$ cat src/rtl/rng_hit_engine.sv
// rng_hit_engine: hit-resolution unit for the battle datapath.
// A free-running Galois LFSR (optionally stirred by an external entropy bit)
// supplies a roll on each accepted start. The roll is compared against a
// threshold, and on a hit saturating damage is applied to the HP register.
// The result is reported with a one-cycle done pulse.
//
// Optional feature macro: RNG_HIT_CRIT_EN
//   When defined, a hit whose two roll MSBs are 2'b11 is a critical hit.
//   A critical hit sets crit and doubles the damage, clamped to the HP range.
//   When undefined, crit is tied low and no extra logic is generated.
//
// Parameter constraints: RAND_W >= 4, TAPS != 0, SEED != 0, HP_INIT < 2**HP_W.
//
// FSM states:
//   state | meaning
//   IDLE  | ready=1; accepts load_hp (priority) or start
//   ROLL  | compare captured roll against the latched threshold
//   APPLY | apply saturating damage to hp when hit
//   DONE  | raise done for one cycle, return to IDLE

module rng_hit_engine #(
    parameter int                RAND_W  = 8,
    parameter logic [RAND_W-1:0] TAPS    = RAND_W'(8'hB8),
    parameter logic [RAND_W-1:0] SEED    = RAND_W'(8'h01),
    parameter int                HP_W    = 4,
    parameter int                HP_INIT = 9
) (
    input  logic              clk,
    input  logic              reset,
    input  logic              entropy,
    input  logic              start,
    input  logic [RAND_W-1:0] threshold,
    input  logic [HP_W-1:0]   damage,
    input  logic              load_hp,
    input  logic [HP_W-1:0]   hp_in,
    output logic              ready,
    output logic              done,
    output logic [RAND_W-1:0] roll,
    output logic              hit,
    output logic              crit,
    output logic [HP_W-1:0]   hp,
    output logic              fainted
);

    typedef enum logic [1:0] {
        IDLE  = 2'd0,
        ROLL  = 2'd1,
        APPLY = 2'd2,
        DONE  = 2'd3
    } state_t;

    state_t            state;
    logic [RAND_W-1:0] lfsr;
    logic [RAND_W-1:0] lfsr_step;
    logic [RAND_W-1:0] lfsr_next;
    logic [RAND_W-1:0] threshold_q;
    logic [HP_W-1:0]   damage_q;
    logic [HP_W-1:0]   eff_dmg;
    logic [HP_W-1:0]   hp_sat;
    logic              roll_gt;

    // Galois step with entropy injection; an all-zero result reloads SEED
    always_comb begin
        lfsr_step    = (lfsr >> 1) ^ (lfsr[0] ? TAPS : '0);
        lfsr_step[0] = lfsr_step[0] ^ entropy;
        lfsr_next    = (lfsr_step == '0) ? SEED : lfsr_step;
    end

    // LFSR runs every cycle independent of the FSM
    always_ff @(posedge clk or posedge reset) begin
        if (reset) begin
            lfsr <= SEED;
        end else begin
            lfsr <= lfsr_next;
        end
    end

    assign roll_gt = (roll > threshold_q);

`ifdef RNG_HIT_CRIT_EN
    logic              crit_q;
    logic              crit_next;
    logic [HP_W:0]     dmg_dbl;

    assign crit      = crit_q;
    assign crit_next = roll_gt & (roll[RAND_W-1:RAND_W-2] == 2'b11);
    assign dmg_dbl   = {damage_q, 1'b0};

    // Critical hits double the damage; the extra bit catches overflow for the clamp
    always_comb begin
        eff_dmg = damage_q;
        if (crit_q) begin
            eff_dmg = dmg_dbl[HP_W] ? {HP_W{1'b1}} : dmg_dbl[HP_W-1:0];
        end
    end
`else
    assign crit    = 1'b0;
    assign eff_dmg = damage_q;
`endif

    // Saturating subtract: never wraps below zero
    assign hp_sat  = (hp > eff_dmg) ? (hp - eff_dmg) : '0;
    assign fainted = (hp == '0);

    // Sequencer: accept, compare, apply, report
    always_ff @(posedge clk or posedge reset) begin
        if (reset) begin
            state       <= IDLE;
            ready       <= 1'b1;
            done        <= 1'b0;
            roll        <= '0;
            hit         <= 1'b0;
            hp          <= HP_W'(HP_INIT);
            threshold_q <= '0;
            damage_q    <= '0;
`ifdef RNG_HIT_CRIT_EN
            crit_q      <= 1'b0;
`endif
        end else begin
            done <= 1'b0;
            case (state)
                IDLE: begin
                    if (load_hp) begin
                        hp <= hp_in;
                    end else if (start) begin
                        roll        <= lfsr;
                        threshold_q <= threshold;
                        damage_q    <= damage;
                        ready       <= 1'b0;
                        state       <= ROLL;
                    end
                end
                ROLL: begin
                    hit   <= roll_gt;
`ifdef RNG_HIT_CRIT_EN
                    crit_q <= crit_next;
`endif
                    state <= APPLY;
                end
                APPLY: begin
                    if (hit) begin
                        hp <= hp_sat;
                    end
                    state <= DONE;
                end
                DONE: begin
                    done  <= 1'b1;
                    ready <= 1'b1;
                    state <= IDLE;
                end
                default: begin
                    ready <= 1'b1;
                    state <= IDLE;
                end
            endcase
        end
    end

endmodule

$ cat config.mk
export PLATFORM = sky130hd
export DESIGN_NAME = rng_hit_engine
export DESIGN_NICKNAME = d
export VERILOG_FILES = /design/src/rtl/rng_hit_engine.sv
export SDC_FILE = /design/constraint.sdc
export NUM_CORES = 1
export LEC_CHECK = 0
export CORE_UTILIZATION = 30
export CTS_CLUSTER_SIZE = 25
export DETAILED_ROUTE_END_ITERATION = 7
export PLACE_DENSITY_LB_ADDON = 0.25
export SYNTH_ARGS = -nofsm -noshare
export SYNTH_HDL_FRONTEND = slang
export SYNTH_SLANG_ARGS = --single-unit
export TNS_END_PERCENT = 100
$ cat constraint.sdc
create_clock -name clk -period 2.9 [get_ports clk]
set_clock_uncertainty 0.15 [all_clocks]
set_input_delay 0.29 -clock clk [delete_from_list [all_inputs] [get_ports clk]]
set_output_delay 0.29 -clock clk [all_outputs]
set_load 0.03 [all_outputs]
==> out/results.ini <==
[status]
status=finished clean

[global_routing]
grt-ovfl-total=0
met3_usage=0.0341
use_met1=0.161
first_global_vias=1249
grt_pass1_wl_um=5950
grt_max_degree=38
grt_usage=0.120
met2_usage=0.183
antenna_found_initial=0
top_usage_layer=met2

[detailed_routing]
drc=0
drtPass1Iterations=4
routed_wl_um=3490
drt_iter0_drc=67
via_count=1207
ant_nets=0
wire_per_inst_um=12.9
viasPerCell=4.47

[clock_network]
path_clk_slew_ps=70
clk_latency_ps=280
cts_buffer_depth=2
cts_tree=done
clkSinkCount=37
cts_setup_buffers=0
cts_htree_levels=2
cts_root_buf=clkbuf_8
ctsResizeCount=0
numCtsBuffers=5
postCtsHoldBufs=0

[timing]
setup_tns_ps=0
final_hold_viol_count=0
holdWs_ps=256
rsz0062_at_grt=no
period_share=0.725
finalSetupViolCount=0
max_freq_mhz=475
slew_violations=0
period_minus_slack_ps=2100

[worst_setup_path]
worstPathRequired_ps=2970
rrSetupSlack_ps=800
critical_path_class=reg2reg
endpoint_kind=flop
worstReg2RegEnd=hp[2]
regToRegStartpoint=hp[0]
reg2reg_depth=7
setup.worst_path.start=hp[0]
start_kind=flop
cp_max_fo=4
worstPathArrival_ps=2180

[pwr]
leakagePower_nw=1.16
power_w=0.00292
powerDensity_mw_per_mm2=1190
irDropWorstVdd_uv=597

[floorplan]
core-area_mm2=0.00631
die_area_mm2=0.00682
row_count=29
boundaryPins=38
initial_core_util=0.309
die_w_um=82.6
die_h_um=82.6

[synthesis]
yosysSeqAreaShare=0.478
synth_cell_type_count=35
synth.area.top_cells=dfrtp_1 42%, mux2_4 15%, ha_1 10%
yosysMostFrequentCell=dfrtp_1
yosysWarnings=0
synth_top_cell_by_area=dfrtp_1
synth.cell_area_mm2=0.00195
syn_inst=156
ys_ff_latch=37
syn_area_per_cell_um2=12.5
async_flop_share=1.00
synth_common_cells=33 x dfrtp_1, 20 x inv_1, 20 x mux2_4
dominantRegCellSynth=dfrtp_1
syn_nets=194
synth_top_area_frac=0.424
synth_edf_count=0

[placed_design]
place_area_mm2=0.00238
dp_hpwl_um=2570
dp_cells=262
routabilityCongestion=0.732
portBuffers=36

[layout]
final_area_mm2=0.00246
instances_no_fill=270
drive_gt1_frac=0.202
n_fill_cell=621
diodes=0
fin_nets=230
areaGrowthSynthToFinish_pct=26.3

[worst_hold_path]
hold_path.class=in2async

[run]
max-cap-violations=0

layout make-up:
cell class | instances | area [µm²] | share of cell area
clock inverters | 2 | 10.0 | 0.00407
flip-flops and latches | 37 | 931 | 0.378
repair buffers | 38 | 388 | 0.158
multi-input cells | 90 | 888 | 0.361
well taps | 77 | 96.3 | 0.0391
inverters | 20 | 75.1 | 0.0305
clock buffers | 6 | 72.6 | 0.0295
cell usage in the layout (no fill, tap or decap), types with 3 or more instances in the layout:
master,synthesis,layout
ha_1,16,16
clkbuf_8,0,5
o21a_1,4,4
nand4_1,3,3
o21ai_0,5,5
nand2_1,4,4
nor2b_1,3,3
dfrtp_1,33,33
clkdlybuf4s50_1,0,36
o211ai_1,3,3
inv_1,20,20
dfstp_2,4,4
xor2_1,4,4
a21oi_1,6,6
o221ai_1,3,3
mux2_4,20,20
kinds of logic (layout without fill, tap and decap cells):
family | count (synthesis) | count (layout) | share of synthesized area
xor gates and xnor gates | 6 | 6 | 0.0270
and+or+nand+nor | 20 | 20 | 0.0623
muxes | 22 | 22 | 0.164
AOI/OAI and AO/OA | 24 | 24 | 0.0873
adders and majority gates | 17 | 17 | 0.113
DFF | 37 | 37 | 0.478
buffers and inverters | 29 | 66 | 0.0667
other | 1 | 1 | 0.00192
layer usage:
layer | share of wire | vias to the layer above
li1 | - | 599
met1 | 0.50 | 573
met2 | 0.44 | 30
met3 | 0.054 | 5
met4 | 0.013 | 0
met5 | 0 | -
where the power goes:
group,switching [W],internal (W)
clock network,0.000177,0.000167
registers,0.000234,0.000808
logic,0.000734,0.000798
critical path, stage by stage (launching register included):
cell      delay [ps]
dfstp_2          560
inv_1             50
ha_1             220
fa_1             400
nor2b_1          160
o211ai_1         160
o221ai_1         200
o21a_1           150
stage by stage:
step	setup slack [ps]	utilization
2_1_floorplan	840	-
3_3_place_gp	743	0.377
3_5_place_dp	739	0.377
4_1_cts	766	0.390
5_1_grt	612	0.390
6_report	797	0.390
state kept, by name, summed over array words and instances (netlist names):
name and count:
lfsr 8, roll 8, threshold_q 8, damage_q 4, hp 4, state 2, done 1, hit 1
ready 1
how the worst max path moves through the flow:
| stage | slack [ps] | endpoint | cells after the start |
|---|---|---|---|
| after floorplan | 840 | hp[1] | 7 |
| after global placement | 740 | roll[1] | 5 |
| after detailed placement | 740 | threshold_q[3] | 5 |
| after CTS | 770 | fainted | 2 |
| after global routing | 610 | hp[2] | 7 |
| final | 800 | hp[2] | 7 |
(Power assumes the default switching activity.)
